$ cat src/rtl/hazard_unit_if.sv
// Hazard-controller signal bundle: Decode/Execute/Memory status in,
// stall and flush controls out. The pipeline drives through "master";
// the hazard unit attaches through "slave".
interface hazard_unit_if #(
  parameter int REG_WIDTH = 5
);
  logic                 regwriteE;
  logic [REG_WIDTH-1:0] Rs1D;
  logic [REG_WIDTH-1:0] Rs2D;
  logic [REG_WIDTH-1:0] RdE;
  logic [REG_WIDTH-1:0] RdM;
  logic                 PCSrcE;
  logic                 stallF;
  logic                 flushF;
  logic                 stallD;
  logic                 flushD;
  logic                 flushE;

  modport master (
    output regwriteE, Rs1D, Rs2D, RdE, RdM, PCSrcE,
    input  stallF, flushF, stallD, flushD, flushE
  );

  modport slave (
    input  regwriteE, Rs1D, Rs2D, RdE, RdM, PCSrcE,
    output stallF, flushF, stallD, flushD, flushE
  );
endinterface

$ cat src/rtl/hazard_unit.sv
// Hazard controller for a 5-stage RV32I pipeline without forwarding.
// A Decode source that matches a pending write in Execute or Memory holds
// F/D and drops a bubble into E; a taken branch/jump in Execute flushes the
// wrong-path F and D instructions and wins over any stall.
module hazard_unit #(
  parameter int REG_WIDTH = 5
) (
  input  logic         clk,
  input  logic         rst,
  hazard_unit_if.slave hz
);

  // Write-enable of the instruction currently in Memory. Execute always
  // advances (a bubble carries regwriteE=0), so this is regwriteE delayed.
  logic regwriteM_q;

  logic haz_e;
  logic haz_m;
  logic stall;

  // True when a pending write to rd feeds either Decode source; x0 is a
  // constant and never creates a dependence. Rs1D==Rs2D collapses to one hit.
  function automatic logic raw_hit(
    input logic                 we,
    input logic [REG_WIDTH-1:0] rd,
    input logic [REG_WIDTH-1:0] rs1,
    input logic [REG_WIDTH-1:0] rs2
  );
    logic hit;
    hit = 1'b0;
    // Gate on we first so an undriven rd of a non-writing instruction
    // cannot leak into the result.
    if (we) begin
      hit = (rd != '0) && ((rd == rs1) || (rd == rs2));
    end
    return hit;
  endfunction

  // Track the Memory-stage write-enable.
  always_ff @(posedge clk) begin
    if (rst) begin
      regwriteM_q <= 1'b0;
    end else begin
      regwriteM_q <= hz.regwriteE;
    end
  end

  // Dependence detection and stall/flush generation; reset silences all.
  always_comb begin
    haz_e     = 1'b0;
    haz_m     = 1'b0;
    stall     = 1'b0;
    hz.stallF = 1'b0;
    hz.stallD = 1'b0;
    hz.flushF = 1'b0;
    hz.flushD = 1'b0;
    hz.flushE = 1'b0;
    if (!rst) begin
      haz_e = raw_hit(hz.regwriteE, hz.RdE, hz.Rs1D, hz.Rs2D);
      haz_m = raw_hit(regwriteM_q,  hz.RdM, hz.Rs1D, hz.Rs2D);
      // The Decode instruction is wrong-path on a taken branch, so there is
      // nothing worth stalling for; this also keeps stallD and flushD apart.
      stall     = (haz_e || haz_m) && !hz.PCSrcE;
      hz.stallF = stall;
      hz.stallD = stall;
      hz.flushF = hz.PCSrcE;
      hz.flushD = hz.PCSrcE;
      hz.flushE = stall || hz.PCSrcE;
    end
  end

endmodule

$ cat src/flat_wrapper.sv
// flat-port wrapper written by rule: the top's interface ports become plain ports
module hazard_unit_flat 
#(
  parameter int REG_WIDTH = 5
)
  (clk, rst, hz_regwriteE, hz_Rs1D, hz_Rs2D, hz_RdE, hz_RdM, hz_PCSrcE, hz_stallF, hz_flushF, hz_stallD, hz_flushD, hz_flushE);
  hazard_unit_if #(.REG_WIDTH(REG_WIDTH)) hz_i ();
  input  logic clk;
  input  logic rst;
  input wire logic [$bits(hz_i.regwriteE)-1:0] hz_regwriteE;
  input wire logic [$bits(hz_i.Rs1D)-1:0] hz_Rs1D;
  input wire logic [$bits(hz_i.Rs2D)-1:0] hz_Rs2D;
  input wire logic [$bits(hz_i.RdE)-1:0] hz_RdE;
  input wire logic [$bits(hz_i.RdM)-1:0] hz_RdM;
  input wire logic [$bits(hz_i.PCSrcE)-1:0] hz_PCSrcE;
  output wire logic [$bits(hz_i.stallF)-1:0] hz_stallF;
  output wire logic [$bits(hz_i.flushF)-1:0] hz_flushF;
  output wire logic [$bits(hz_i.stallD)-1:0] hz_stallD;
  output wire logic [$bits(hz_i.flushD)-1:0] hz_flushD;
  output wire logic [$bits(hz_i.flushE)-1:0] hz_flushE;
  assign hz_i.regwriteE = hz_regwriteE;
  assign hz_i.Rs1D = hz_Rs1D;
  assign hz_i.Rs2D = hz_Rs2D;
  assign hz_i.RdE = hz_RdE;
  assign hz_i.RdM = hz_RdM;
  assign hz_i.PCSrcE = hz_PCSrcE;
  assign hz_stallF = hz_i.stallF;
  assign hz_flushF = hz_i.flushF;
  assign hz_stallD = hz_i.stallD;
  assign hz_flushD = hz_i.flushD;
  assign hz_flushE = hz_i.flushE;
  hazard_unit #(.REG_WIDTH(REG_WIDTH)) u_core (.clk(clk), .rst(rst), .hz(hz_i));
endmodule
$ cat config.mk
export PLATFORM = sky130hd
export DESIGN_NAME = hazard_unit_flat
export DESIGN_NICKNAME = d
export VERILOG_FILES = /design/src/rtl/hazard_unit_if.sv /design/src/rtl/hazard_unit.sv /design/src/flat_wrapper.sv
export SDC_FILE = /design/constraint.sdc
export NUM_CORES = 1
export LEC_CHECK = 0
export CAP_MARGIN = 15
export CORE_AREA = 10 10 47 49
export CTS_BUF_LIST = sky130_fd_sc_hd__clkbuf_8
export CTS_CLUSTER_SIZE = 30
export DETAILED_ROUTE_END_ITERATION = 12
export DIE_AREA = 0 0 57 59
export HOLD_SLACK_MARGIN = 0.05
export PLACE_DENSITY = 0.68
export REMOVE_ABC_BUFFERS = 1
export SYNTH_ARGS = -nofsm -noshare
export SYNTH_HDL_FRONTEND = slang
export SYNTH_SLANG_ARGS = --single-unit
export TNS_END_PERCENT = 5
$ cat constraint.sdc
create_clock -name clk -period 1.4 [get_ports clk]
set_clock_uncertainty 0.05 [all_clocks]
set_input_delay 0.21 -clock clk [delete_from_list [all_inputs] [get_ports clk]]
set_output_delay 0.21 -clock clk [all_outputs]
set_load 0.005 [all_outputs]
==> summary.txt, run 1 <==
================================================================================
Vias in the first global route                                               426
Fmax                                                                   0.611 GHz
Final Hold Violating Endpoints                                                 0
Dominant cell type by area after synthesis                          sky130_fd_sc_hd__xor2_1
Avg Vias per Cell                                                           4.51
Area of the core region                                                 1400 µm²
Number of instances in the synthesized netlist                                42
Net switching power of the design                                    0.0000644 W
Layout overhead on the synthesized area                                    62.3%
Fraction of the yosys area taken by sequential cells                       6.23%
Worst Path Arrival                                                       1.38 ns
Total of endpoints with negative setup slack in the final report               3
Final HPWL from detailed placement                                       1020 µm
Initial drt markers                                                            5
Leakage power                                                           0.265 nW
Status                                                              finished with violations
Cell with the largest stage delay on the worst path                 sky130_fd_sc_hd__or4_1
First-pass iteration count of the detailed router                              4
Synth warn                                                                     0
Net switching fraction of the power                                        38.3%
Capturing element type of the critical path                         primary output
Slew at the pin with the worst max-slew slack                           0.192 ns
Number of remaining DRC errors                                                 0
Netlist cell types                                                            12
Worst min-delay path category                                       primary input to primary output
Worst Setup Path Type                                               primary input to primary output
Antenna Violating Nets Remaining                                               0
Most frequent cell on the critical path                             sky130_fd_sc_hd__buf_2
Pin count of the biggest net entering global routing                           5
Number of pins with negative max-slew slack in the final report                0
Prevailing post-synth register cell                                 sky130_fd_sc_hd__dfxtp_1
Combinational fraction of design power                                     81.6%
Worst rel slew slack                                                       87.2%
Biggest registers after layout                                      u_core.regwriteM_q (1)
Total Routing Usage GR                                                     6.34%
Share of total power in sequential cells                                   18.4%
Top-level port count                                                          29
Share of the cycle needed by the critical path after routing                117%
Number of flip-flops under the largest register name                           1
DIE AREA                                                                3360 µm²
Power Density                                                         322 nW/µm²
Post-synthesis instance area                                             322 µm²
Design internal power                                                 0.000104 W
Area share of the largest cell type after synthesis                        54.5%
Violated checks                                                     setup timing
Most used standard cell by instance count after synthesis           sky130_fd_sc_hd__xor2_1
DR WL/cell                                                               13.6 µm
List of most frequent post-synthesis cells                          sky130_fd_sc_hd__xor2_1, sky130_fd_sc_hd__nor2_1, sky130_fd_sc_hd__nor3_1
Horizontal die dimension                                                   57 µm
Crit-path cells                                                     buf_2 > or4_1 > o21ai_1 > o22ai_1 > nor3b_2 > buf_2
Largest cells by area after synthesis                               sky130_fd_sc_hd__xor2_1, sky130_fd_sc_hd__dfxtp_1, sky130_fd_sc_hd__nor3_1, sky130_fd_sc_hd__a22oi_1, sky130_fd_sc_hd__buf_4
Share of post-route cells with drive strength above 1                      36.8%
Number of synthesized flops with an enable pin                                 0
Number of antenna repair diodes                                                0
Port Buffers                                                                  28
Starting utilization of the core area                                      22.9%
Slowest stage delay, CP                                                  0.50 ns
Final instance count without filler cells                                     84
Fraction of the core area covered by cells at the end of the flow          37.2%
Final worst setup slack                                                -0.235 ns
Synth Register Bits                                                            1
Post-synthesis async set-or-reset flop share                                  0%
Unrepaired setup endpoints after global routing                             true
Gpl congestion                                                             0.756
Cell Count Post-Placement                                                     84
Part of the power in the clock network                                        0%
Crit start category                                                 primary input
Endpoint required time on the critical path                              1.14 ns
Cts hold-fix bufs                                                              0
Number of buffers and inverters on the critical path                           2
Largest voltage drop on the vdd net                                     0.128 mV
Number of rows in the core area                                               14
Initial antenna violation count                                                0
Critical-path maximum fanout                                                   3
Total Negative Setup Slacks                                            -0.704 ns
Largest register by flop count                                      u_core.regwriteM_q
Nets                                                                          94
Post-synthesis average cell area                                        7.66 µm²
Delay-heaviest family, CP                                           simple AND/OR/NAND/NOR gates
Floorplan die height                                                       59 µm
Total length of routed wires                                             1150 µm
Minimum clock period                                                     1.64 ns
Final Power                                                           0.000168 W
Vias                                                                         379
Wire length of the first global-routing pass                             1900 µm
Final hold slack                                                        0.701 ns
Number of max-cap violations                                                   0
Overflow left after global routing                                             0
================================================================================
[repair_timing]
item                                    CTS  global route
pin swaps                                11            11
endpoints found under the setup margin    5             5
setup buffers                             0             0
gates resized for setup                  76            16
[area by class of cell]
cell class | instances | area [µm²]
timing repair buffer | 28 | 183
fill | 185 | 880
tap | 16 | 20.0
multi-input combinational | 39 | 299
sequential | 1 | 20.0
[per-stage QoR]
stage | cell area (µm²) | setup slack (ns)
floorplan | 307 | 0.00123
global placement | 607 | -1.08
detailed placement | 607 | -1.06
CTS | 566 | -0.261
global route | 522 | -0.321
finish | 522 | -0.235
[cells by family after synthesis]
logic type      count (synthesis)  synth area share (%)
xor+xnor                       20                  54.5
simple gates                   13                  21.8
compound gates                  6                  12.8
buf+inv                         2                  4.67
flops                           1                  6.23
[cells in the final DEF (no fill, tap or decap)]
cell type,n
sky130_fd_sc_hd__a22oi_1,2
sky130_fd_sc_hd__buf_2,12
sky130_fd_sc_hd__buf_6,2
sky130_fd_sc_hd__clkbuf_2,8
sky130_fd_sc_hd__clkdlybuf4s15_1,1
sky130_fd_sc_hd__clkdlybuf4s50_1,2
sky130_fd_sc_hd__dfxtp_1,1
sky130_fd_sc_hd__dlygate4sd2_1,2
sky130_fd_sc_hd__dlymetal6s2s_1,1
sky130_fd_sc_hd__nor2_1,4
sky130_fd_sc_hd__nor2b_1,1
sky130_fd_sc_hd__nor2b_2,1
sky130_fd_sc_hd__nor3_1,3
sky130_fd_sc_hd__nor3_2,1
sky130_fd_sc_hd__nor3b_2,1
sky130_fd_sc_hd__o21ai_1,2
sky130_fd_sc_hd__o21ba_1,1
sky130_fd_sc_hd__o22ai_1,1
sky130_fd_sc_hd__or4_1,2
sky130_fd_sc_hd__xor2_1,20
[tightest hold or removal path, delay by kind of cell]
kind,cells,cell delay [ns]
buffers and inverters,2,0.26
AND/OR/NAND/NOR,1,0.07
[path summary, 6_finish.rpt]
path | from | endpoint | cells past startpoint
max | hz_RdM[0] | hz_stallD | 6
min | hz_PCSrcE | hz_stallF | 3
[power groups by stage]
stage          combinational [W]  sequential, W  clock (W)
6_report                0.000137      0.0000310          0
3_5_place_dp            0.000163      0.0000310          0
2_1_floorplan          0.0000576      0.0000308          0
3_3_place_gp            0.000163      0.0000310          0
4_1_cts                 0.000145      0.0000310          0
5_1_grt                 0.000154      0.0000311          0
[metal layers]
layer	up-vias	track usage, %	part of all wire [%]
met1	173	7.78	42
li1	194	-	-
met5	-	0	0
met2	12	12.1	53
met3	0	0.644	4.4
met4	0	0	0
No activity file was read; power rests on OpenSTA's default activity.
==> inputs of run 2 (changes only) <==
--- a/config.mk
+++ b/config.mk
@@ -11,8 +11,9 @@
 export CTS_CLUSTER_SIZE = 30
 export DETAILED_ROUTE_END_ITERATION = 12
 export DIE_AREA = 0 0 57 59
+export GPL_ROUTABILITY_DRIVEN = 0
 export HOLD_SLACK_MARGIN = 0.05
-export PLACE_DENSITY = 0.68
+export PLACE_DENSITY = 0.66
 export REMOVE_ABC_BUFFERS = 1
 export SYNTH_ARGS = -nofsm -noshare
 export SYNTH_HDL_FRONTEND = slang
==> run 2 against run 1 <==
The flow still finishes with violations (setup timing). Flip-flop and latch count is the same. Critical path depth is the same. First-iteration DRC count shrank 20%. Worst setup slack gained 0.020 ns. Final cell count grew 2.4%. Maximum frequency grew 1.3%. Critical endpoint is now hz_flushE. Largest power group unchanged. Highest routed layer unchanged.
==> summary.txt, run 2 (same netlist as run 1, synthesis figures left out) <==
================================================================================
Share of the cycle needed by the critical path after routing                115%   -1.4 points
Port Buffers                                                                  28   unchanged
Layout overhead on the synthesized area                                    88.3%
Worst rel slew slack                                                       86.8%   -0.39 points
Delay-heaviest family, CP                                           simple AND/OR/NAND/NOR gates
Avg Vias per Cell                                                           4.48   -0.78%
Number of flip-flops under the largest register name                           1   unchanged
Worst Path Arrival                                                       1.36 ns   -0.02 ns
Vias                                                                         385   +1.6%
DIE AREA                                                                3360 µm²   unchanged
Slew at the pin with the worst max-slew slack                           0.196 ns   +0.00438 ns
Largest voltage drop on the vdd net                                     0.126 mV   -1.5%
Cell Count Post-Placement                                                     86   +2.4%
Final Hold Violating Endpoints                                                 0   unchanged
Clock transition at the registers of the reported paths                     0 ns
Initial antenna violation count                                                0   unchanged
First-pass iteration count of the detailed router                              2   -2
Critical-path maximum fanout                                                   3   unchanged
Number of pins with negative max-slew slack in the final report                0   unchanged
Area of the core region                                                 1400 µm²   unchanged
Number of max-cap violations                                                   0   unchanged
Biggest registers after layout                                      u_core.regwriteM_q (1)
Number of buffers and inverters on the critical path                           2   unchanged
Minimum clock period                                                     1.62 ns   -0.0203 ns
Final Power                                                           0.000195 W   +16%
Total Routing Usage GR                                                     6.68%   +0.34 points
Starting utilization of the core area                                      22.9%   unchanged
Number of rows in the core area                                               14   unchanged
Floorplan die height                                                       59 µm   unchanged
Pin count of the biggest net entering global routing                           5   unchanged
Endpoint required time on the critical path                              1.14 ns   about the same
Violated checks                                                     setup timing
Final hold slack                                                        0.467 ns   -0.234 ns
Total of endpoints with negative setup slack in the final report               3   unchanged
Final worst setup slack                                                -0.215 ns   +0.0203 ns
Final instance count without filler cells                                     86   +2.4%
Crit start category                                                 primary input
Horizontal die dimension                                                   57 µm   unchanged
Number of fill cells in the layout                                           164   -11%
Antenna Violating Nets Remaining                                               0   unchanged
Unrepaired setup endpoints after global routing                             true
Most common library cell in the layout ignoring fill and taps       sky130_fd_sc_hd__xor2_1
Status                                                              finished with violations
Area taken by flip-flops and latches                                    20.0 µm²   unchanged
Vias in the first global route                                               428   +0.47%
Total length of routed wires                                             1240 µm   +8.6%
Number of remaining DRC errors                                                 0   unchanged
Post-route cell area                                                     606 µm²   +16%
Fraction of the core area covered by cells at the end of the flow          43.2%   +6.0 points
Overflow left after global routing                                             0   unchanged
Nets                                                                          96   +2.1%
Final HPWL from detailed placement                                       1050 µm   +2.9%
Worst min-delay path category                                       primary input to flop
Capturing element type of the critical path                         primary output
Combined area of the multi-input logic cells                             345 µm²   +15%
Number of antenna repair diodes                                                0   unchanged
Initial drt markers                                                            4   -1
Slowest stage delay, CP                                                  0.52 ns   +0.02 ns
Fmax                                                                   0.619 GHz   +1.3%
DR WL/cell                                                               14.5 µm   +6.0%
Crit-path cells                                                     buf_6 > or4_4 > o21ai_2 > o22ai_2 > o21ba_1 > buf_2
Leakage power                                                           0.300 nW   +14%
Worst Setup Path Type                                               primary input to primary output
Largest register by flop count                                      u_core.regwriteM_q
Commonest cells after routing, fill and taps aside                  sky130_fd_sc_hd__xor2_1, sky130_fd_sc_hd__buf_2, sky130_fd_sc_hd__nor2_1, sky130_fd_sc_hd__buf_6, sky130_fd_sc_hd__clkbuf_2
Top-level port count                                                          29   unchanged
Cell with the largest stage delay on the worst path                 sky130_fd_sc_hd__or4_4
Power Density                                                         322 nW/µm²   -0.12%
Share of post-route cells with drive strength above 1                      52.9%   +16 points
Wire length of the first global-routing pass                             1970 µm   +3.6%
Post-Place Cell Area                                                     622 µm²   +2.5%
================================================================================
run 2: layout make-up:
class                      instances  area share [%]
timing repair buffer              30            36.4
tap                               16            3.31
multi-input combinational         39            57.0
sequential                         1            3.31
run 2: final timing paths:
check,from,endpoint,cells after the start
worst max-delay path,hz_RdM[4],hz_flushE,6
worst min-delay path,rst,u_core.regwriteM_q,2
run 2: repair_timing:
action / 4_1_cts / 5_1_grt
setup buffers: 0 / 0
pin swaps: 14 / 14
hold buffers: 0 / 0
gates resized for setup: 86 / 29
setup endpoints to repair: 5 / 5
hold endpoints to repair: 0 / 0
run 2: power by group:
group          switching, W  internal (W)  total [W]
Clock                     0             0          0
Combinational     0.0000746     0.0000889   0.000163
Sequential      0.000000705     0.0000306  0.0000314
Total             0.0000753      0.000119   0.000195
run 2: through the flow:
step,setup TNS [ns],worst slack (ns)
finish,-0.639,-0.215
global route,-0.792,-0.274
CTS,-0.745,-0.250
detailed placement,-3.62,-1.08
global placement,-3.54,-1.04
floorplan,0,0.00123
run 2: layer usage:
metal  share of wire [%]  track usage [%]  vias up
met1                  37             8.13      175
met4                   0                0        0
met3                 5.6             1.29        0
li1                    -                -      198
met2                  57             12.4       12
met5                   0                0        -
==> inputs of run 3 (changes only) <==
--- a/config.mk
+++ b/config.mk
@@ -5,7 +5,6 @@
 export SDC_FILE = /design/constraint.sdc
 export NUM_CORES = 1
 export LEC_CHECK = 0
-export CAP_MARGIN = 15
 export CORE_AREA = 10 10 47 49
 export CTS_BUF_LIST = sky130_fd_sc_hd__clkbuf_8
 export CTS_CLUSTER_SIZE = 30
@@ -13,7 +12,7 @@
 export DIE_AREA = 0 0 57 59
 export GPL_ROUTABILITY_DRIVEN = 0
 export HOLD_SLACK_MARGIN = 0.05
-export PLACE_DENSITY = 0.66
+export PLACE_DENSITY = 0.63
 export REMOVE_ABC_BUFFERS = 1
 export SYNTH_ARGS = -nofsm -noshare
 export SYNTH_HDL_FRONTEND = slang
==> constraint.sdc (replaced) <==
create_clock -name clk -period 2.1 [get_ports clk]
set_clock_uncertainty 0.05 [all_clocks]
set_input_delay 0.315 -clock clk [delete_from_list [all_inputs] [get_ports clk]]
set_output_delay 0.315 -clock clk [all_outputs]
set_load 0.005 [all_outputs]
==> run 3 against run 2 <==
The run now ends clean. Combinational power down 37%. Total power down 36%. Utilization up 0.45 points. Via count down 2.1%. Worst hold slack better by 0.42 ns. Critical path depth unchanged. First-iteration DRC count down 50%. Sequential power down 34%. Final cell count unchanged. Die area unchanged. Flip-flop and latch count unchanged.
==> summary.txt, run 3 (same netlist as run 1, synthesis figures left out) <==
================================================================================
Starting utilization of the core area                                      22.9%   unchanged
Number of max-cap violations                                                   0   unchanged
Endpoint required time on the critical path                              1.74 ns   +0.60 ns
Commonest cells after routing, fill and taps aside                  sky130_fd_sc_hd__xor2_1, sky130_fd_sc_hd__dlygate4sd2_1, sky130_fd_sc_hd__clkdlybuf4s50_1
Net switching power of the design                                    0.0000464 W   -38%
Total length of routed wires                                             1210 µm   -2.6%
Number of rows in the core area                                               14   unchanged
Capturing element type of the critical path                         primary output
Floorplan die height                                                       59 µm   unchanged
Critical path startpoint                                               hz_RdM[4]
Largest register by flop count                                      u_core.regwriteM_q
Antenna Violating Nets Remaining                                               0   unchanged
Worst rel slew slack                                                       86.2%   -0.67 points
Final hold slack                                                        0.892 ns   +0.425 ns
Share of post-route cells with drive strength above 1                      22.9%   -30 points
Endpoint of the most critical setup path                               hz_stallF
Number of remaining DRC errors                                                 0   unchanged
First-pass iteration count of the detailed router                              3   +1
Cts hold-fix bufs                                                              0   unchanged
Design internal power                                                0.0000777 W   -35%
Total Routing Usage GR                                                     6.73%   +0.052 points
Combinational fraction of design power                                     83.3%   -0.6 points
Cell with the largest stage delay on the worst path                 sky130_fd_sc_hd__or4_1
DIE AREA                                                                3360 µm²   unchanged
Critical-path maximum fanout                                                   3   unchanged
Status                                                              complete, no violations
Share of the cycle needed by the critical path after routing               94.8%
Initial drt markers                                                            2   -2
Fraction of the core area covered by cells at the end of the flow          43.7%   +0.45 points
Crit start category                                                 primary input
Avg Vias per Cell                                                           4.38   -2.1%
Final HPWL from detailed placement                                       1060 µm   +0.11%
Fmax                                                                   0.502 GHz
Clock transition at the registers of the reported paths                     0 ns   unchanged
Most common library cell in the layout ignoring fill and taps       sky130_fd_sc_hd__xor2_1
Nets                                                                          96   unchanged
Number of antenna repair diodes                                                0   unchanged
Worst min-delay path category                                       primary input to flop
Area of the core region                                                 1400 µm²   unchanged
Wire length of the first global-routing pass                             1970 µm   unchanged
Layout overhead on the synthesized area                                    90.3%
Unrepaired setup endpoints after global routing                            false
Worst Path Arrival                                                       1.63 ns   +0.27 ns
Post-route cell area                                                     612 µm²   +1.0%
Pin count of the biggest net entering global routing                           5   unchanged
Slew at the pin with the worst max-slew slack                           0.208 ns   +0.0115 ns
Biggest registers after layout                                      u_core.regwriteM_q (1)
Initial antenna violation count                                                0   unchanged
Part of the power in the clock network                                        0%   unchanged
Cell count along the critical path                                             6   unchanged
Slowest stage delay, CP                                                  0.53 ns   about the same
Start point of the worst hold path                                  hz_regwriteE
Port Buffers                                                                  28   unchanged
Horizontal die dimension                                                   57 µm   unchanged
Vias                                                                         377   -2.1%
Number of flip-flops under the largest register name                           1   unchanged
Total of endpoints with negative setup slack in the final report               0   -3
Top-level port count                                                          29   unchanged
Number of fill cells in the layout                                           170   +3.7%
Post-Place Cell Area                                                     622 µm²   unchanged
Leakage power                                                           0.278 nW   -7.5%
Net switching fraction of the power                                        37.4%   -1.3 points
Crit-path cells                                                     clkdlybuf4s15_2 > or4_1 > o21ai_1 > o22ai_2 > nor3b_2 > buf_2
Power Density                                                         203 nW/µm²   -37%
Worst Setup Path Type                                               primary input to primary output
Final Hold Violating Endpoints                                                 0   unchanged
Overflow left after global routing                                             0   unchanged
Delay-heaviest family, CP                                           simple AND/OR/NAND/NOR gates
Minimum clock period                                                     1.99 ns
Number of pins with negative max-slew slack in the final report                0   unchanged
Number of buffers and inverters on the critical path                           2   unchanged
Vias in the first global route                                               403   -5.8%
DR WL/cell                                                               14.1 µm   -2.6%
Share of total power in sequential cells                                   16.7%   +0.6 points
Largest voltage drop on the vdd net                                    0.0917 mV   -27%
================================================================================
-- run 3: changes by cell type in the layout (fill, tap and decap cells not counted), moves of 2 or more --
cell,delta
sky130_fd_sc_hd__xor2_2,-2
sky130_fd_sc_hd__dlymetal6s2s_1,-2
sky130_fd_sc_hd__dlygate4sd2_1,+12
sky130_fd_sc_hd__buf_6,-4
sky130_fd_sc_hd__clkdlybuf4s50_1,+4
sky130_fd_sc_hd__clkdlybuf4s15_2,+3
sky130_fd_sc_hd__buf_2,-11
sky130_fd_sc_hd__xor2_1,+2
-- run 3: cell type report --
| type | count | area (µm²) | area share, % |
|---|---|---|---|
| multi-input cells | 39 | 315 | 51.5 |
| flip-flops and latches | 1 | 20.0 | 3.27 |
| repair buffers | 30 | 256 | 41.9 |
| well taps | 16 | 20.0 | 3.27 |
-- run 3: how the worst min path moves through the flow --
stage,to,slack (ns),depth (start not counted)
floorplan,u_core.regwriteM_q,0.34,1
global placement,u_core.regwriteM_q,0.86,2
detailed placement,u_core.regwriteM_q,0.87,2
CTS,u_core.regwriteM_q,0.87,2
global route,u_core.regwriteM_q,0.92,2
finish,u_core.regwriteM_q,0.89,2
-- run 3: per-stage QoR --
| stage | cells | total power [W] | setup WS [ns] | TNS, ns |
|---|---|---|---|---|
| CTS | 86 | 0.000121 | 0.0447 | 0 |
| global placement | 86 | 0.000133 | -0.571 | -1.60 |
| global route | 86 | 0.000135 | 0.0490 | 0 |
| floorplan | 40 | 0.0000590 | 0.491 | 0 |
| detailed placement | 86 | 0.000133 | -0.610 | -1.66 |
| finish | 86 | 0.000124 | 0.109 | 0 |
-- run 3: power groups by stage --
stage	Sequential, W	Combinational (W)	Clock, W
finish	0.0000207	0.000103	0
detailed placement	0.0000207	0.000112	0
floorplan	0.0000206	0.0000384	0
global placement	0.0000207	0.000112	0
global route	0.0000208	0.000114	0
CTS	0.0000207	0.000100	0
-- run 3: timing repair --
action / CTS / global route
cloned: 0 / 0
endpoints found under the setup margin: 3 / 3
hold endpoints to repair: 0 / 0
resized for setup: 40 / 8
pin swaps: 7 / 1
setup buffers: 0 / 0
-- run 3: per-layer routing --
metal | part of all wire [%] | track usage (%) | vias up
met1 | 41 | 8.27 | 166
met2 | 54 | 12.6 | 12
met3 | 5.0 | 1.07 | 0
met5 | 0 | 0 | -
met4 | 0 | 0 | 0
li1 | - | - | 199
